===== config.mk =====
export PLATFORM = sky130hd
export DESIGN_NAME = serial_subtractor_flat
export DESIGN_NICKNAME = d
export VERILOG_FILES = /design/src/rtl/serial_subtractor_pkg.sv /design/src/rtl/serial_subtractor_if.sv /design/src/rtl/serial_subtractor_full_subtractor.sv /design/src/rtl/serial_subtractor.sv /design/src/flat_wrapper.sv
export SDC_FILE = /design/constraint.sdc
export NUM_CORES = 1
export LEC_CHECK = 0
export BUFFER_PORTS_ARGS = -buffer_cell sky130_fd_sc_hd__buf_2
export CORE_MARGIN = 10
export CORE_UTILIZATION = 25
export CTS_CLUSTER_DIAMETER = 30
export CTS_CLUSTER_SIZE = 12
export DETAILED_ROUTE_END_ITERATION = 8
export GPL_ROUTABILITY_DRIVEN = 1
export PLACE_DENSITY = 0.42
export SLEW_MARGIN = 15
export SYNTH_ARGS = -nofsm -noshare
export SYNTH_HDL_FRONTEND = slang
export SYNTH_SLANG_ARGS = --single-unit
export TNS_END_PERCENT = 100

===== constraint.sdc =====
create_clock -name clk -period 2.6 [get_ports clk]
set_input_delay 0.52 -clock clk [delete_from_list [all_inputs] [get_ports clk]]
set_output_delay 0.52 -clock clk [all_outputs]
set_load 0.005 [all_outputs]

===== src/rtl/serial_subtractor_pkg.sv =====
// Shared types and helpers for the bit-serial subtractor.
// Optional feature macro: SERIAL_SUBTRACTOR_OVERFLOW_EN (signed overflow output).
package serial_subtractor_pkg;

    typedef enum logic [1:0] {
        IDLE = 2'd0,
        RUN  = 2'd1,
        DONE = 2'd2
    } state_t;

    // Counter must be able to represent 0..WIDTH.
    function automatic int cnt_width(input int width);
        return $clog2(width + 1);
    endfunction

endpackage


===== src/rtl/serial_subtractor_if.sv =====
// Operand/result handshake bundle for serial_subtractor.
// Optional feature macro: SERIAL_SUBTRACTOR_OVERFLOW_EN adds the overflow signal.
interface serial_subtractor_if #(
    parameter int WIDTH = 8
);
    logic             in_valid;
    logic             in_ready;
    logic [WIDTH-1:0] a;
    logic [WIDTH-1:0] b;
    logic             out_valid;
    logic             out_ready;
    logic [WIDTH-1:0] diff;
    logic             borrow_out;
`ifdef SERIAL_SUBTRACTOR_OVERFLOW_EN
    logic             overflow;
`endif

    // Producer of operands / consumer of results.
    modport master (
        output in_valid,
        output a,
        output b,
        output out_ready,
        input  in_ready,
        input  out_valid,
        input  diff,
`ifdef SERIAL_SUBTRACTOR_OVERFLOW_EN
        input  overflow,
`endif
        input  borrow_out
    );

    // The subtractor itself.
    modport slave (
        input  in_valid,
        input  a,
        input  b,
        input  out_ready,
        output in_ready,
        output out_valid,
        output diff,
`ifdef SERIAL_SUBTRACTOR_OVERFLOW_EN
        output overflow,
`endif
        output borrow_out
    );
endinterface


===== src/rtl/serial_subtractor_full_subtractor.sv =====
// One-bit full subtractor cell: diff = a - b - borrow_in.
module full_subtractor (
    input  logic a,
    input  logic b,
    input  logic borrow_in,
    output logic diff,
    output logic borrow_out
);
    // Borrow is generated when a=0,b=1, or propagated when a==b.
    always_comb begin
        diff       = a ^ b ^ borrow_in;
        borrow_out = (~a & b) | (~(a ^ b) & borrow_in);
    end
endmodule


===== src/rtl/serial_subtractor.sv =====
// Bit-serial two's-complement subtractor: diff = a - b, LSB first, one bit
// per clock through a single full-subtractor cell and a borrow flop.
// Optional feature macro: SERIAL_SUBTRACTOR_OVERFLOW_EN (signed overflow flag).
module serial_subtractor
    import serial_subtractor_pkg::*;
#(
    parameter int WIDTH = 8
) (
    input  logic               clk,
    input  logic               rst_n,
    serial_subtractor_if.slave bus
);
    localparam int               CNT_W    = cnt_width(WIDTH);
    localparam logic [CNT_W-1:0] LAST_CNT = CNT_W'(WIDTH - 1);

    generate
        if (WIDTH < 1) begin : g_bad_width
            $error("serial_subtractor: WIDTH must be >= 1");
        end
    endgenerate

    state_t           state_reg;
    logic [CNT_W-1:0] cnt_reg;
    logic [WIDTH-1:0] a_sh_reg;
    logic [WIDTH-1:0] b_sh_reg;
    logic             borrow_reg;
    logic [WIDTH-1:0] diff_reg;
    logic             borrow_out_reg;
    logic             out_valid_reg;
    logic [WIDTH-1:0] diff_next;
    logic             fs_diff;
    logic             fs_borrow;

`ifdef SERIAL_SUBTRACTOR_OVERFLOW_EN
    logic             a_msb_reg;
    logic             b_msb_reg;
    logic             overflow_reg;
`endif

    full_subtractor u_full_subtractor (
        .a          (a_sh_reg[0]),
        .b          (b_sh_reg[0]),
        .borrow_in  (borrow_reg),
        .diff       (fs_diff),
        .borrow_out (fs_borrow)
    );

    // New result bit enters at the MSB so that after WIDTH shifts bit 0 lands at LSB.
    always_comb begin
        diff_next            = diff_reg >> 1;
        diff_next[WIDTH-1]   = fs_diff;
    end

    // FSM, operand shifters, borrow flop, counter and registered outputs.
    always_ff @(posedge clk or negedge rst_n) begin
        if (!rst_n) begin
            state_reg      <= IDLE;
            cnt_reg        <= '0;
            a_sh_reg       <= '0;
            b_sh_reg       <= '0;
            borrow_reg     <= 1'b0;
            diff_reg       <= '0;
            borrow_out_reg <= 1'b0;
            out_valid_reg  <= 1'b0;
`ifdef SERIAL_SUBTRACTOR_OVERFLOW_EN
            a_msb_reg      <= 1'b0;
            b_msb_reg      <= 1'b0;
            overflow_reg   <= 1'b0;
`endif
        end else begin
            case (state_reg)
                IDLE: begin
                    if (bus.in_valid) begin
                        a_sh_reg   <= bus.a;
                        b_sh_reg   <= bus.b;
                        borrow_reg <= 1'b0;
                        cnt_reg    <= '0;
                        state_reg  <= RUN;
`ifdef SERIAL_SUBTRACTOR_OVERFLOW_EN
                        a_msb_reg  <= bus.a[WIDTH-1];
                        b_msb_reg  <= bus.b[WIDTH-1];
`endif
                    end
                end
                RUN: begin
                    a_sh_reg   <= a_sh_reg >> 1;
                    b_sh_reg   <= b_sh_reg >> 1;
                    borrow_reg <= fs_borrow;
                    diff_reg   <= diff_next;
                    cnt_reg    <= cnt_reg + CNT_W'(1);
                    if (cnt_reg == LAST_CNT) begin
                        borrow_out_reg <= fs_borrow;
                        out_valid_reg  <= 1'b1;
                        state_reg      <= DONE;
`ifdef SERIAL_SUBTRACTOR_OVERFLOW_EN
                        // fs_diff is the result MSB on this final edge.
                        overflow_reg   <= (a_msb_reg != b_msb_reg) && (fs_diff != a_msb_reg);
`endif
                    end
                end
                DONE: begin
                    if (bus.out_ready) begin
                        out_valid_reg <= 1'b0;
                        state_reg     <= IDLE;
                    end
                end
                default: begin
                    state_reg <= IDLE;
                end
            endcase
        end
    end

    assign bus.in_ready   = (state_reg == IDLE);
    assign bus.out_valid  = out_valid_reg;
    assign bus.diff       = diff_reg;
    assign bus.borrow_out = borrow_out_reg;
`ifdef SERIAL_SUBTRACTOR_OVERFLOW_EN
    assign bus.overflow   = overflow_reg;
`endif

endmodule


===== src/flat_wrapper.sv =====
// flat-port wrapper written by rule: the top's interface ports become plain ports
module serial_subtractor_flat import serial_subtractor_pkg::*;
#(
    parameter int WIDTH = 8
)
  (clk, rst_n, bus_in_valid, bus_a, bus_b, bus_out_ready, bus_in_ready, bus_out_valid, bus_diff, bus_borrow_out);
  serial_subtractor_if #(.WIDTH(WIDTH)) bus_i ();
  input  logic clk;
  input  logic rst_n;
  input wire logic [$bits(bus_i.in_valid)-1:0] bus_in_valid;
  input wire logic [$bits(bus_i.a)-1:0] bus_a;
  input wire logic [$bits(bus_i.b)-1:0] bus_b;
  input wire logic [$bits(bus_i.out_ready)-1:0] bus_out_ready;
  output wire logic [$bits(bus_i.in_ready)-1:0] bus_in_ready;
  output wire logic [$bits(bus_i.out_valid)-1:0] bus_out_valid;
  output wire logic [$bits(bus_i.diff)-1:0] bus_diff;
  output wire logic [$bits(bus_i.borrow_out)-1:0] bus_borrow_out;
  assign bus_i.in_valid = bus_in_valid;
  assign bus_i.a = bus_a;
  assign bus_i.b = bus_b;
  assign bus_i.out_ready = bus_out_ready;
  assign bus_in_ready = bus_i.in_ready;
  assign bus_out_valid = bus_i.out_valid;
  assign bus_diff = bus_i.diff;
  assign bus_borrow_out = bus_i.borrow_out;
  serial_subtractor #(.WIDTH(WIDTH)) u_core (.clk(clk), .rst_n(rst_n), .bus(bus_i));
endmodule

==> run metrics <==
root buffer cell clkbuf_8; Clock power frac 19.3%; Slowest cell on crit path dfrtp_1; DR vias/cell 4.67; Post-CTS Setup Bufs 0; Slew @ Worst Pin 0.772 ns; asr flop ratio synth 100%; Total Power 1980 uW; H-tree depth 2; Synth Instances 162; Max Transition Viols Final 0; CP max stage delay 0.47 ns; Starting Density 26.1%; HP Class primary input to async pin; drc violations 0; post-CTS sizing 0; CP Data Required Time 2.08 ns; setup TNS 0 ns; Die W 99.4 um; number of routed nets with antenna violations 0; final period demand of the worst path 1.75 ns; mapped cell area 0.00158 sq mm; largest net degree at the start of global routing 34; fin crit share 67.3%; first drt pass iteration count 4; Yosys top cell area share 52.4%; I/O pins 31; IR drop worst, VDD 0.303 mV; Routed WL 3.83 mm; RSZ-0062 raised after global routing no; Layout Skew 0.00732 ns; largest area contributor in the netlist dfrtp_1; CP startpoint u_core.state_reg[0]; Switching Share 37.8%; vias in the first global route 1297; syn_nets 184; Clock Path Buffers 2; Comb power frac 36.2%; clock slew at reported path FFs 0.08 ns; FILL cells 659; diode count 0; Num CTS Buffers 5; Synth Register Bits 33; Final Hold Fails 0; Max FO, Critical Path 18; # port buffers 30; Post-synth EDFFs 0; Ys Warns 0; reported net switching power 750 uW; register area share after synthesis 52.4%; fmax 0.572 GHz; clock sink count 33; run status completed; RR Startpoint u_core.state_reg[1]; grt ovf 0; worst setup path category register to output pin; die area 0.00988 sq mm; DR WL/cell 14.3 um; critical path cell sequence buf_4 > nor2_1 > buf_2; Finish-stage setup viols 0; Synth area leaders dfrtp_1 52%, nand2_1 7.1%, a22oi_1 6.7%, a21oi_1 5.1%, and2b_1 4.8%; Initial DRC Count 71; CP arrival 1.23 ns; count leader, synth dfrtp_1; FP Rows 28; Mean Syn Cell Area 9.72 sq um; MaxCap Viol Count 0; initial antenna violation count 0; Startpoint Class register; area grow syn2layout 18.2%; leakage power 0.000906 uW; CP endpoint kind output pin; DR vias 1246; cts hold-fix bufs 0; later-pin clock latency in the skew report 0.29 ns; share of cells above drive strength 1 22.4%; Final nets 213; top_reg_cell synth dfrtp_1; Post-synth top cells 33 x dfrtp_1, 30 x nand2_1, 16 x a21oi_1; CTS tree yes; cell-internal power 1230 uW; HPWL Detailed 2.62 mm; Routability Congestion 0.785; Die H 99.4 um; sequential power share 44.5%; first-pass GRT wire length 6.52 mm; gr usage total 8.02%; post-synthesis cell type count 27; PD cells 1070 mW/mm^2; Core Footprint 0.00603 sq mm; Rel. slew slack 48.6%
critical path: cells and delay by family (launching register included):
kind          cells  cell delay [ns]
simple gates      1             0.07
flops             1             0.47
buf+inv           2             0.40
through the flow:
step / area [sq um] / instances / hold slack [ns] / util [%] / worst slack [ns]
after floorplan: 1580 / 162 / 0.224 / - / 1.23
after global placement: 1770 / 259 / 0.454 / 29.4 / 0.476
after detailed placement: 1770 / 259 / 0.475 / 29.4 / 0.412
after CTS: 1860 / 267 / 0.334 / 30.9 / 0.714
after global routing: 1860 / 267 / 0.373 / 30.9 / 0.757
final: 1860 / 267 / 0.307 / 30.9 / 0.850
kinds of logic after synthesis:
logic type	synth area share (%)
compound gates	21.5
buf+inv	5.08
flops	52.4
mux	1.35
simple gates	17.6
fa+ha+maj	2.07
power by group through the flow:
stage / logic, uW / registers [uW] / clock network (uW)
2_1_floorplan: 531 / 865 / 0
3_3_place_gp: 718 / 888 / 0
3_5_place_dp: 737 / 892 / 0
4_1_cts: 736 / 884 / 400
5_1_grt: 833 / 915 / 419
6_report: 719 / 883 / 382
cell type report:
cell class | count | area [sq um] | area share [%]
clock buffers | 5 | 68.8 | 3.70
clock inverters | 3 | 17.5 | 0.941
inverters | 3 | 11.3 | 0.605
multi-input cells | 115 | 672 | 36.1
flip-flops and latches | 33 | 826 | 44.4
well taps | 75 | 93.8 | 5.04
repair buffers | 33 | 173 | 9.27
final timing paths:
kind / to / slack [ns] / depth (start not counted)
hold reg to reg: u_core.bus.diff[3] / 0.48 / 2
setup reg to reg: u_core.cnt_reg[3] / 1.17 / 3
setup / recovery: bus_in_ready / 0.85 / 3
hold / removal: u_core.b_sh_reg[0] / 0.31 / 1
max in group asynchronous: u_core.bus.diff[7] / 1.81 / 1
min in group clk: u_core.state_reg[1] / 0.44 / 2
layout by cell type, fill, tap and decap left out, types with 2 or more instances in the layout:
cell type  Yosys  routed
inv_1          3       3
dfrtp_1       33      33
buf_2          4      30
nor2b_1        8       7
nand2_1       30      30
o21ai_0        6       6
nand2b_1       2       2
nand3_1        2       2
clkinv_2       0       2
clkbuf_8       0       5
buf_4          2       3
a22oi_1       14      14
a21oi_1       16      16
a22o_1         2       2
o21ai_1       13      13
and2b_1       10      10
nor2_1         2       2
per-layer routing:
layer / part of all wire, % / track usage, %
met1: 50 / 10.1
met3: 7.1 / 3.46
met5: 0 / 0
met4: 1.3 / 2.98
met2: 42 / 11.9
No activity file was read; power rests on OpenSTA's default activity.
